**src/rtl/ranged_dual_counter.sv**
```systemverilog
// ranged_dual_counter
//   Two independent count channels that share one set of controls:
//     - an unsigned channel confined to [0 .. U_MAX]
//     - a two's-complement signed channel confined to [S_MIN .. S_MAX]
//   Each channel counts up or down, loads a clamped value, clears, and either
//   wraps or saturates at its bounds. A registered terminal-count pulse marks
//   every enabled step attempted from a bound.
//
//   Ports
//     clk       rising-edge clock
//     rst       asynchronous, active-low reset
//     en        step enable
//     up        step direction (1 = up, 0 = down), used only when en = 1
//     clear     synchronous clear of both channels (highest priority)
//     load      synchronous load of both channels from load_val
//     load_val  load value; unsigned view for u, signed view for s
//     u_count   unsigned channel value
//     s_count   signed channel value (two's complement)
//     u_tc      unsigned terminal-count pulse
//     s_tc      signed terminal-count pulse
//
//   Control priority on each edge: clear > load > en step > hold.
//   All outputs are registered; no combinational input-to-output path.
module ranged_dual_counter #(
   parameter int WIDTH    = 5,
   parameter int U_MAX    = 10,
   parameter int S_MIN    = -10,
   parameter int S_MAX    = 10,
   parameter bit SATURATE = 1'b0
) (
   input  logic             clk,
   input  logic             rst,
   input  logic             en,
   input  logic             up,
   input  logic             clear,
   input  logic             load,
   input  logic [WIDTH-1:0] load_val,
   output logic [WIDTH-1:0] u_count,
   output logic [WIDTH-1:0] s_count,
   output logic             u_tc,
   output logic             s_tc
);

   // Bounds must be representable in WIDTH bits so that no step can ever
   // overflow the register; reject bad parameter sets at elaboration.
   if (U_MAX < 0 || U_MAX > (2**WIDTH) - 1 ||
       S_MIN < -(2**(WIDTH-1)) || S_MIN > 0 ||
       S_MAX < 0 || S_MAX > (2**(WIDTH-1)) - 1 ||
       S_MIN >= S_MAX) begin : g_bad_params
      $fatal(1, "ranged_dual_counter: illegal WIDTH/U_MAX/S_MIN/S_MAX combination");
   end

   localparam logic        [WIDTH-1:0] U_HI  = WIDTH'(U_MAX);
   localparam logic signed [WIDTH-1:0] S_LO  = WIDTH'(S_MIN);
   localparam logic signed [WIDTH-1:0] S_HI  = WIDTH'(S_MAX);
   // Explicit WIDTH-wide signed one: a 1-bit signed literal would read as -1.
   localparam logic signed [WIDTH-1:0] S_ONE = WIDTH'(1);

   logic        [WIDTH-1:0] u_cnt, u_next;
   logic signed [WIDTH-1:0] s_cnt, s_next;
   logic signed [WIDTH-1:0] s_load;
   logic                    u_tc_next, s_tc_next;

   assign s_load = load_val;

   always_comb begin
      u_next    = u_cnt;
      s_next    = s_cnt;
      u_tc_next = 1'b0;
      s_tc_next = 1'b0;
      if (clear) begin
         u_next = '0;
         s_next = '0;
      end else if (load) begin
         u_next = (load_val > U_HI) ? U_HI : load_val;
         if (s_load < S_LO)      s_next = S_LO;
         else if (s_load > S_HI) s_next = S_HI;
         else                    s_next = s_load;
      end else if (en) begin
         if (up) begin
            if (u_cnt == U_HI) begin
               u_tc_next = 1'b1;
               u_next    = SATURATE ? U_HI : '0;
            end else begin
               u_next = u_cnt + 1'b1;
            end
            if (s_cnt == S_HI) begin
               s_tc_next = 1'b1;
               s_next    = SATURATE ? S_HI : S_LO;
            end else begin
               s_next = s_cnt + S_ONE;
            end
         end else begin
            if (u_cnt == '0) begin
               u_tc_next = 1'b1;
               u_next    = SATURATE ? '0 : U_HI;
            end else begin
               u_next = u_cnt - 1'b1;
            end
            if (s_cnt == S_LO) begin
               s_tc_next = 1'b1;
               s_next    = SATURATE ? S_LO : S_HI;
            end else begin
               s_next = s_cnt - S_ONE;
            end
         end
      end
   end

   always_ff @(posedge clk or negedge rst) begin
      if (!rst) begin
         u_cnt <= '0;
         s_cnt <= '0;
         u_tc  <= 1'b0;
         s_tc  <= 1'b0;
      end else begin
         u_cnt <= u_next;
         s_cnt <= s_next;
         u_tc  <= u_tc_next;
         s_tc  <= s_tc_next;
      end
   end

   assign u_count = u_cnt;
   assign s_count = s_cnt;

endmodule

```
**config.mk**
```make
export PLATFORM = sky130hd
export DESIGN_NAME = ranged_dual_counter
export DESIGN_NICKNAME = d
export VERILOG_FILES = /design/src/rtl/ranged_dual_counter.sv
export SDC_FILE = /design/constraint.sdc
export NUM_CORES = 1
export LEC_CHECK = 0
export ABC_AREA = 1
export CELL_PAD_IN_SITES_DETAIL_PLACEMENT = 1
export CELL_PAD_IN_SITES_GLOBAL_PLACEMENT = 1
export CORE_MARGIN = 4
export CORE_UTILIZATION = 32
export DETAILED_ROUTE_END_ITERATION = 8
export PLACE_DENSITY_LB_ADDON = 0.1
export SLEW_MARGIN = 10
export SYNTH_ARGS = -nofsm -noshare
export SYNTH_HDL_FRONTEND = slang
export SYNTH_SLANG_ARGS = --single-unit
export TNS_END_PERCENT = 5
```
**constraint.sdc**
```tcl
create_clock -name clk -period 1.4 [get_ports clk]
set_clock_uncertainty 0.15 [all_clocks]
set_input_delay 0.28 -clock clk [delete_from_list [all_inputs] [get_ports clk]]
set_output_delay 0.28 -clock clk [all_outputs]
set_load 0.01 [all_outputs]
```
# Word level (Yosys, flattened, before mapping)
# Cells that the tools add are included.
totals:
  reg_bits: 12
op_classes:
  n_addsub: 4
  n_lt_le_gt_ge: 3
  n_eq_ne: 3
  mux: 27
  n_reduce_logical: 2
ops:
  columns: ["operator", "count"]
  rows:
  - ["$mux W5", 15]
  - ["$mux W1", 12]
  - ["$eq A5 B5 Y1 const B", 2]
  - ["$add A5 B1 Y5 const B", 1]
  - ["$add A5 B2 Y5 const B", 1]
  - ["$eq A5 B4 Y1 const B", 1]
  - ["$gt A5 B4 Y1 const B", 1]
  - ["$gt A5 B5 Y1 const B", 1]
  - ["$logic_not A5 Y1", 1]
  - ["$lt A5 B5 Y1 const B", 1]
  - ["$sub A5 B1 Y5 const B", 1]
  - ["$sub A5 B2 Y5 const B", 1]
  - ["$reduce_bool A3 Y1", 1]

# Logic depth before layout (Yosys ltp)
depth:
  depth_word: 6
  ltp_mapped: 12
  ltp_nobuf: 12

# Worst setup path before layout
# Ideal clock, no wire load.
synth_path:
  path_type: "register to register"
  start: "register s_cnt[0], in the netlist s_count[0]"
  end: "register s_cnt[2], in the netlist s_count[2]"
  arrival_ns: 1.345
  required_time_ns: 1.134
  setup_slack_ns: -0.212
  stages_incl_launch_ff: 10
  n_path_buf: 0
  synth_period_minus_slack_ns: 1.612
  path_cell_list: "dfrtp_1 -> inv_1 -> ha_1 -> or2_2 -> nand3_1 -> nand2_1 -> nand2_1 -> nand2_1 -> nand2_1 -> nand2_1"
synth_via:
  elab_chain_len: 6
synth_lines:
  columns: ["element", "line_no", "text"]
  rows:
  - ["from (decl)", "60", "logic signed [WIDTH-1:0] s_cnt, s_next;"]
  - ["from (signal assigned)", "118", "s_cnt <= s_next;"]
  - ["$sub A5 B2 Y5 (tied with other cells)", "104", "s_next = s_cnt - S_ONE;"]
  - ["$mux W5 (on tied branches)", "100, 87", null]
  - ["$mux W5 *", "80", "if (up) begin"]
  - ["$mux W5 *", "79", "end else if (en) begin"]
  - ["$mux W5 *", "74", "end else if (load) begin"]
  - ["$mux W5 *", "71", "if (clear) begin"]
# Every way passes the cells marked *; elsewhere a longest branch is shown, timed or not. The select of a mux whose other input is x is not followed.
# A chain may end at the register's enable or synchronous reset.

# Worst setup path after layout
layout_path:
  start: "register s_cnt[0], in the netlist s_count[0]"
  end: "register s_cnt[4], in the netlist s_count[4]"
# The elaborated chain is that of the path after synthesis.

==> out/metrics.cfg <==
[worst_setup_path]
crit_path_end_kind = flop
crit_path_start_kind = flop
critical_path_arrival_ns = 1.57
r2r_start = s_count[0]
reg2reg_to = s_count[4]
r2r.worst_path.cells = 9
critPathRequiredTime_ns = 1.43
cp_max_fo = 4
path_class = reg2reg
rrSetupSlack_ns = -0.14

[global_routing]
grt.total_usage = 0.198
grt_pass1_vias = 1409
overflow = 0
antenna_found_initial = 0
grt_busiest_layer = met2
grt_pass1_wl_um = 6830
grt_max_degree = 13
use_met1 = 0.252
grt_use_met3 = 0.0416
use_met2 = 0.345

[sta]
setup_violations = 11
slew_viol_final = 0
period_share = 1.10
rsz0062_at_grt = true
slew_headroom = 0.763
hold_viol = 0
setup_ws_ns = -0.145
fin_crit_ns = 1.54
tns_ns = -0.952
worstMarginPinSlew_ns = 0.354
max_freq_ghz = 0.647

[yosys]
synth_area_um2 = 1140
synth_cells = 181
yosys.area.top_type = dfrtp_1
yosys-top-cells-count = nand2_1, inv_1, nand3_1
synth_most_common_cell = nand2_1
synth_area_per_cell_um2 = 6.30
yosysWarnings = 0
synth_nets = 198
ys_ff_latch = 12
yosys-top-cells-area = dfrtp_1, nand2_1, nand3_1
yosysSeqAreaShare = 0.263
ys_async_sr_fraction = 1.00
synth_top_area_share = 0.263
synth-edff-count = 0
ys.flop_type = dfrtp_1
yosysUniqueCellTypes = 27

[clock_tree]
clkTransAtPathRegs_ns = 0.09
ctsLongestPathBuffers = 2
cts_tree = yes
ctsHoldBuffers = 0
insertion_delay_ns = 0.28
cts_root_buf = clkbuf_4
cts.htree.levels = 1
numClockSinks = 12
cts_buffers = 3

[run]
drv_cap = 0

[floorplan]
pin_count = 23
die_h_um = 67.7
core_um2 = 3390
num_rows = 21
die_area_um2 = 4580
start_util = 0.336
die_w_um = 67.7

[pwr]
p_leak_nw = 0.954
power_density_nw_per_um2 = 767
total_power_mw = 1.41
pwr-share-comb = 0.499
p_int_uw = 872
power_switching_uw = 534
clockPowerShare = 0.208
peakVddDrop_v = 0.000461
sw_frac_of_total = 0.380
p_seq_frac = 0.293

[drt]
drt-initial-drc-count = 46
drcViolationCount = 0
post_drt_via_cell_ratio = 4.81
wl_per_cell_um = 14.4
via_count = 1377
drtPass1Iterations = 4
postRouteAntennaNets = 0
wl_um = 4110

[hold_path]
hp-class = in2async

[cells_and_area]
drive_gt1_frac = 0.388
nets = 258
diodes = 0
stdcell_count = 286
area_delta_synth_final_pct = 60.8
postLayoutCellArea_um2 = 1830
fin_util = 0.541

[status]
status = complete, but fails checks
violations = negative setup slack

[place]
place.detailed.hpwl_um = 3130
portBuffers = 22
dpl-instance-area_um2 = 1690
place_inst = 276
gp_congestion = 0.836

-- placed cells by master, fill, tap and decap left out, types with 3 or more instances in the layout --
master,instances
nand3_2,4
nand2_4,3
nand2_1,64
o21ai_1,3
buf_4,32
clkbuf_2,4
clkdlybuf4s50_1,10
buf_12,3
ha_4,4
inv_2,9
dfrtp_1,8
nor2_2,5
xor2_1,3
nand3_1,14
a21oi_1,4
dfrtp_2,4
clkdlybuf4s15_1,5
inv_1,11
clkbuf_4,3
nand2_2,8
nand4_1,5
nor2_1,13
-- sequential cells by signal, indices dropped and copies added (netlist names) --
register  flops
s_count       5
s_tc          1
u_count       5
u_tc          1
-- metal layers --
| layer | up-vias | part of all wire |
|---|---|---|
| li1 | 690 | - |
| met1 | 660 | 0.47 |
| met2 | 25 | 0.49 |
| met3 | 2 | 0.037 |
| met4 | 0 | 0.0041 |
| met5 | - | 0 |
-- worst max-delay path by stage --
stage | end | start | slack [ns] | depth (start not counted)
6_report | s_count[4] | s_count[0] | -0.14 | 9
5_1_grt | s_count[0] | s_count[0] | -0.24 | 12
4_1_cts | s_count[4] | s_count[1] | -0.17 | 12
3_5_place_dp | u_count[0] | load_val[4] | -0.35 | 9
3_3_place_gp | u_count[0] | load_val[4] | -0.28 | 9
2_1_floorplan | s_count[4] | s_count[0] | -0.02 | 12
-- what timing repair did --
action,CTS,global route
resized for setup,41,21
cloned,0,0
setup endpoints to repair,24,19
setup buffers,6,0
pin swaps,3,4
-- metrics by stage --
| step | worst slack (ns) | hold WS (ns) |
|---|---|---|
| after floorplan | -0.0194 | -0.166 |
| after global placement | -0.279 | 0.385 |
| after detailed placement | -0.352 | 0.408 |
| after CTS | -0.168 | 0.154 |
| after global routing | -0.236 | 0.156 |
| final | -0.145 | 0.151 |
-- kinds of logic after synthesis --
group,share of synthesized area
buffers and inverters,0.116
xor gates and xnor gates,0.0307
AOI/OAI and AO/OA,0.0659
adders and majority gates,0.0659
and+or+nand+nor,0.458
DFF,0.263
-- final cells by class --
class                           instances  area [um^2]
Tap cell                               46         57.6
Inverter                               23         98.8
Multi-Input combinational cell        142          823
Clock buffer                            4         36.3
Fill cell                             452         1560
Sequential cell                        12          305
Timing Repair Buffer                   59          512
-- power groups by stage --
stage	logic, mW	clock network (mW)	registers (mW)
6_report	0.701	0.293	0.412
5_1_grt	0.775	0.318	0.418
4_1_cts	0.677	0.299	0.411
3_5_place_dp	0.619	0	0.433
3_3_place_gp	0.599	0	0.429
2_1_floorplan	0.306	0	0.447
-- worst max-delay path, cell delays in order (launching register included) --
cell and delay (ns):
dfrtp_2 0.42, buf_6 0.14, ha_2 0.19, nand3_1 0.09, xor2_1 0.14, nand2_1 0.07, nand2_1 0.07, nand2_1 0.05
nand2_1 0.07, nand2_1 0.05
Power figures use the tool's default switching activity.
